[config.mk]
export PLATFORM = sky130hd
export DESIGN_NAME = multi_input_adder_with_rounding
export DESIGN_NICKNAME = d
export VERILOG_FILES = /design/src/rtl/multi_input_adder_with_rounding_pkg.sv /design/src/rtl/multi_input_adder_with_rounding_adder_tree.sv /design/src/rtl/multi_input_adder_with_rounding.sv
export SDC_FILE = /design/constraint.sdc
export NUM_CORES = 1
export LEC_CHECK = 0
export CAP_MARGIN = 20
export CELL_PAD_IN_SITES_DETAIL_PLACEMENT = 1
export CELL_PAD_IN_SITES_GLOBAL_PLACEMENT = 2
export CORE_ASPECT_RATIO = 0.6
export CORE_MARGIN = 5
export CORE_UTILIZATION = 23
export CTS_CLUSTER_SIZE = 30
export DETAILED_ROUTE_END_ITERATION = 7
export GPL_TIMING_DRIVEN = 0
export HOLD_SLACK_MARGIN = 0.03
export PLACE_DENSITY_LB_ADDON = 0.1
export RECOVER_POWER = 100
export SYNTH_ARGS = -nofsm -noshare
export SYNTH_HDL_FRONTEND = slang
export SYNTH_SLANG_ARGS = --single-unit
[constraint.sdc]
create_clock -name clk -period 0.8 [get_ports clk]
set_input_delay 0.12 -clock clk [delete_from_list [all_inputs] [get_ports clk]]
set_output_delay 0.12 -clock clk [all_outputs]
set_load 0.02 [all_outputs]
[src/rtl/multi_input_adder_with_rounding_pkg.sv]
// Shared width/shift/saturation helpers for the multi-input rounding adder.
package multi_input_adder_pkg;

  // Exact-sum width: one growth bit per tree level.
  function automatic int sum_width(int num_input, int width_in);
    return (num_input > 1) ? width_in + $clog2(num_input) : width_in;
  endfunction

  // Tree depth; a single operand needs no adders.
  function automatic int tree_levels(int num_input);
    return (num_input > 1) ? $clog2(num_input) : 0;
  endfunction

  // Binary-point realignment: positive drops LSBs (rounded), negative pads LSBs.
  function automatic int frac_shift(int width_in, int width_out);
    return width_in - width_out;
  endfunction

  // Clamp into the representable result range. The 64-bit container is wider
  // than any intermediate the top module builds, so the compare is exact.
  function automatic longint saturate(longint value, int width_out, bit is_signed);
    longint hi, lo;
    if (is_signed) begin
      hi = (longint'(1) <<< (width_out - 1)) - 1;
      lo = -(longint'(1) <<< (width_out - 1));
    end else begin
      hi = (longint'(1) <<< width_out) - 1;
      lo = 0;
    end
    if (value > hi) return hi;
    if (value < lo) return lo;
    return value;
  endfunction

endpackage

[src/rtl/multi_input_adder_with_rounding_adder_tree.sv]
// Combinational balanced adder tree; leaves padded to a power of two with 0.
module adder_tree
  import multi_input_adder_pkg::*;
#(
  parameter int NUM_INPUT = 4,
  parameter int WIDTH_IN  = 8,
  parameter int SUM_W     = sum_width(NUM_INPUT, WIDTH_IN)
) (
  input  logic [WIDTH_IN-1:0] operands [NUM_INPUT],
  input  logic                is_signed,
  output logic [SUM_W-1:0]    sum
);

  localparam int LEVELS = tree_levels(NUM_INPUT);
  localparam int LEAVES = 1 << LEVELS;

  // node[l][i]: partial sums at level l; level 0 holds the extended operands
  logic [SUM_W-1:0] node [LEVELS+1][LEAVES];

  genvar l, i;

  // Leaf extension; missing leaves are zero so they never inject X
  for (i = 0; i < LEAVES; i++) begin : g_leaf
    if (i < NUM_INPUT) begin : g_op
      if (SUM_W > WIDTH_IN) begin : g_ext
        assign node[0][i] = {{(SUM_W-WIDTH_IN){is_signed & operands[i][WIDTH_IN-1]}}, operands[i]};
      end else begin : g_noext
        assign node[0][i] = operands[i];
      end
    end else begin : g_pad
      assign node[0][i] = '0;
    end
  end

  // Pairwise reduction; slots above the live count at each level tie to 0
  for (l = 0; l < LEVELS; l++) begin : g_lvl
    for (i = 0; i < LEAVES; i++) begin : g_node
      if (i < (LEAVES >> (l + 1))) begin : g_add
        assign node[l+1][i] = node[l][2*i] + node[l][2*i+1];
      end else begin : g_zero
        assign node[l+1][i] = '0;
      end
    end
  end

  assign sum = node[LEVELS][0];

endmodule

[src/rtl/multi_input_adder_with_rounding.sv]
// N-operand adder: exact tree sum, optional fraction realign/round, saturate,
// then one ena-gated register with async active-low reset.
module multi_input_adder_with_rounding
  import multi_input_adder_pkg::*;
#(
  parameter int NUM_INPUT   = 4,
  parameter int WIDTH_IN    = 8,
  parameter int WIDTH_OUT   = 8,
  parameter int IS_SIGNED   = 1,
  parameter int IS_FRACTION = 0
) (
  input  logic                 clk,
  input  logic                 rst_n,
  input  logic                 ena,
  input  logic [WIDTH_IN-1:0]  din [NUM_INPUT],
  output logic [WIDTH_OUT-1:0] dout
);

  localparam int SUM_W = sum_width(NUM_INPUT, WIDTH_IN);
  localparam int SH    = frac_shift(WIDTH_IN, WIDTH_OUT);

  logic [SUM_W-1:0]     sum;
  longint               sum64;
  longint               value;
  logic [WIDTH_OUT-1:0] sat;

  adder_tree #(
    .NUM_INPUT (NUM_INPUT),
    .WIDTH_IN  (WIDTH_IN),
    .SUM_W     (SUM_W)
  ) u_tree (
    .operands  (din),
    .is_signed (IS_SIGNED != 0),
    .sum       (sum)
  );

  // Widen the exact sum into a 64-bit signed container for rounding/clamping
  assign sum64 = (IS_SIGNED != 0) ? longint'($signed(sum)) : longint'(sum);

  // Rounding add happens in the wide container, so it can never wrap
  if (IS_FRACTION != 0 && SH > 0) begin : g_round
    assign value = (sum64 + (longint'(1) <<< (SH - 1))) >>> SH;
  end else if (IS_FRACTION != 0) begin : g_pad
    assign value = sum64 <<< (-SH);
  end else begin : g_int
    assign value = sum64;
  end

  assign sat = WIDTH_OUT'(saturate(value, WIDTH_OUT, IS_SIGNED != 0));

  // Output register: reset dominates, ena=0 holds
  always_ff @(posedge clk or negedge rst_n) begin
    if (!rst_n)   dout <= '0;
    else if (ena) dout <= sat;
  end

endmodule

==> impl_metrics.csv <==
group,metric,value,unit
global_route,antenna_found_initial,0,
worst_setup_path,required,0.94,ns
logic_synthesis,syn-cell-area,1170,um2
sta,whs,0.249,ns
outcome,failed_checks,"setup timing",
power,p_leak,1.02,nW
cells_and_area,final_common_cell,"inv_1",
run,maxCapViolations,0,
sta,skew,0,ns
clock_tree,path_clk_slew,0.04,ns
outcome,outcome,"finished, violations left",
floorplan,core,5000,um2
sta,tns,-17.73,ns
global_route,grt_overflow_total,0,
logic_synthesis,ys_seq_area_share,17.1,%
power,vdd_drop_max,0.00112,V
clock_tree,cts_tree,"done",
global_route,grt_pass1_wl,5310,um
sta,grt_setup_unrepaired,"true",
cells_and_area,area_delta_synth_final,82.6,%
clock_tree,cts_buffers,3,
drt,drc,0,
clock_tree,cts_sinks,8,
clock_tree,clock_path_buffers,2,
logic_synthesis,syn_nets,193,
sta,slew_headroom,44.0,%
sta,hold_viol,0,
cells_and_area,reg_top3,"dout (8)",
placed_design,hpwl,2440,um
drt,num_vias,1131,
drt,wire_per_inst,12.9,um
sta,period_share,373,%
worst_setup_path,end_kind,"register",
worst_hold_path,hold_path.class,"input port to asynchronous set/reset pin",
global_route,grt_pass1_vias,1223,
logic_synthesis,synth.distinct_cells,26,
drt,viasPerCell,4.27,
logic_synthesis,yosys_warnings,0,
sta,fmaxAchievable,0.335,GHz
worst_setup_path,worst-path-max-fanout,7,
logic_synthesis,ys_ff_latch,8,
global_route,use_met3,2.44,%
cells_and_area,largest_register,"dout",
drt,drtPass1Iterations,4,
power,total_power,0.00684,W
cells_and_area,most-common-layout-cells,"inv_1, buf_4, inv_2",
sta,setup_viol,16,
floorplan,die_w,102,um
drt,drt_iter0_drc,15,
global_route,grtUsageMet1,12.7,%
global_route,grt_max_degree,10,
floorplan,io_pins,43,
worst_setup_path,startpoint_type,"input port",
sta,layout_setup_ws,-2.18,ns
cells_and_area,largest_reg_flops,8,
sta,fin_crit,2.98,ns
logic_synthesis,avgSynthCellArea,8.87,um2
clock_tree,cts_root_buffer,"clkbuf_8",
global_route,grt_use_total,9.78,%
drt,ant_nets,0,
power,powerDensity,3200,nW/um2
logic_synthesis,syn_inst,132,
drt,wl,3410,um
cells_and_area,n_antenna_cell,0,
cells_and_area,drive_gt1_share,47.2,%
clock_tree,hold_buffers,0,
floorplan,die_area,6670,um2
worst_setup_path,critPathArrivalTime,3.12,ns
worst_setup_path,reg2reg_depth,3,
floorplan,rows,20,
placed_design,port_buffers,41,
clock_tree,h-tree-depth,1,
floorplan,start_util,23.4,%
global_route,grt_use_met2,17.1,%
global_route,grt-busiest-layer,"met2",
placed_design,place.gp.congestion,0.669,
sta,worst_slew_pin_slew,0.840,ns
clock_tree,clock_latency,0.22,ns
worst_setup_path,critPathKind,"input port to register",
cells_and_area,nNetsFinal,262,
floorplan,die-height,65.3,um
sta,slew_viol_final,0,
[repair_timing]
action | 4_1_cts | 5_1_grt
buffers inserted | 16 | 7
gates resized for setup | 110 | 44
pin swaps | 37 | 24
setup endpoints to repair | 16 | 16
[cell usage after synthesis]
master	instances	area, um2
a32oi_4	1	27.5
o2bb2ai_1	1	8.76
xor2_1	1	8.76
nand2_1	2	7.51
inv_1	47	176
o21ai_0	2	10.0
a21o_1	2	15.0
nor2_1	9	33.8
ha_1	9	113
or3_4	1	11.3
o211a_1	1	10.0
a21oi_1	6	30.0
nor2b_1	1	6.26
dfrtp_1	8	200
o21a_1	2	15.0
fa_1	17	340
or3_1	1	6.26
o22ai_1	7	43.8
o21ai_1	1	5.00
xnor2_1	5	43.8
clkbuf_1	1	3.75
mux2i_1	1	10.0
o21ai_2	1	8.76
o211ai_1	2	15.0
a211oi_1	2	15.0
a31oi_1	1	6.26
[cell families (layout without fill, tap and decap cells)]
kind of cell,after synthesis,count (layout),share of synthesized area [%]
AO/OA/AOI/OAI,29,29,17.9
flip-flops,8,8,17.1
XOR/XNOR,6,6,4.49
buffers and inverters,48,115,15.4
multiplexers,1,1,0.855
adder cells (fa/ha/maj),26,26,38.7
AND/OR/NAND/NOR,14,14,5.56
[worst max-delay path: stages]
cell,delay (ns)
buf_6,0.07
inv_2,0.03
fa_1,0.54
inv_2,0.04
fa_1,0.56
ha_4,0.16
fa_2,0.23
a211oi_4,0.08
o211a_1,0.29
or3_4,0.42
a32oi_4,0.23
buf_12,0.19
nor2_4,0.05
o22ai_2,0.12
[power by group]
part           total, W  internal, W  switching (W)
Combinational   0.00562      0.00291        0.00271
Sequential     0.000741     0.000608       0.000134
Clock          0.000487     0.000326       0.000161
[worst paths after layout]
path | slack [ns] | to | start
setup reg to reg | -0.01 | dout[4] | dout[4]
hold / removal | 0.25 | dout[3] | rst_n
hold reg to reg | 0.57 | dout[5] | dout[5]
setup / recovery | -2.18 | dout[4] | din[9]
min in group clk | 0.50 | dout[7] | ena
max in group asynchronous | 0.28 | dout[4] | rst_n
[per-layer routing]
metal,routed length (um),up-vias
li1,-,541
met1,1410,555
met2,1790,33
met3,207,2
met4,7,0
met5,0,-
[metrics by stage]
| stage | std cells | util [%] | worst slack (ns) | area (um2) |
|---|---|---|---|---|
| 2_1_floorplan | 132 | - | -2.08 | 1200 |
| 3_3_place_gp | 239 | 33.8 | -2.93 | 1690 |
| 3_5_place_dp | 239 | 33.8 | -2.97 | 1690 |
| 4_1_cts | 258 | 39.0 | -2.12 | 1950 |
| 5_1_grt | 265 | 42.7 | -2.27 | 2140 |
| 6_report | 265 | 42.7 | -2.18 | 2140 |
[cell type report]
type                            instances  area (um2)
Inverter                               47         184
Clock buffer                            3        41.3
Multi-Input combinational cell         76        1050
Sequential cell                         8         200
Fill cell                             588        2870
Timing Repair Buffer                   64         572
Buffer                                  1        3.75
Tap cell                               66        82.6
Note: power is estimated with default switching activity, not from simulation.
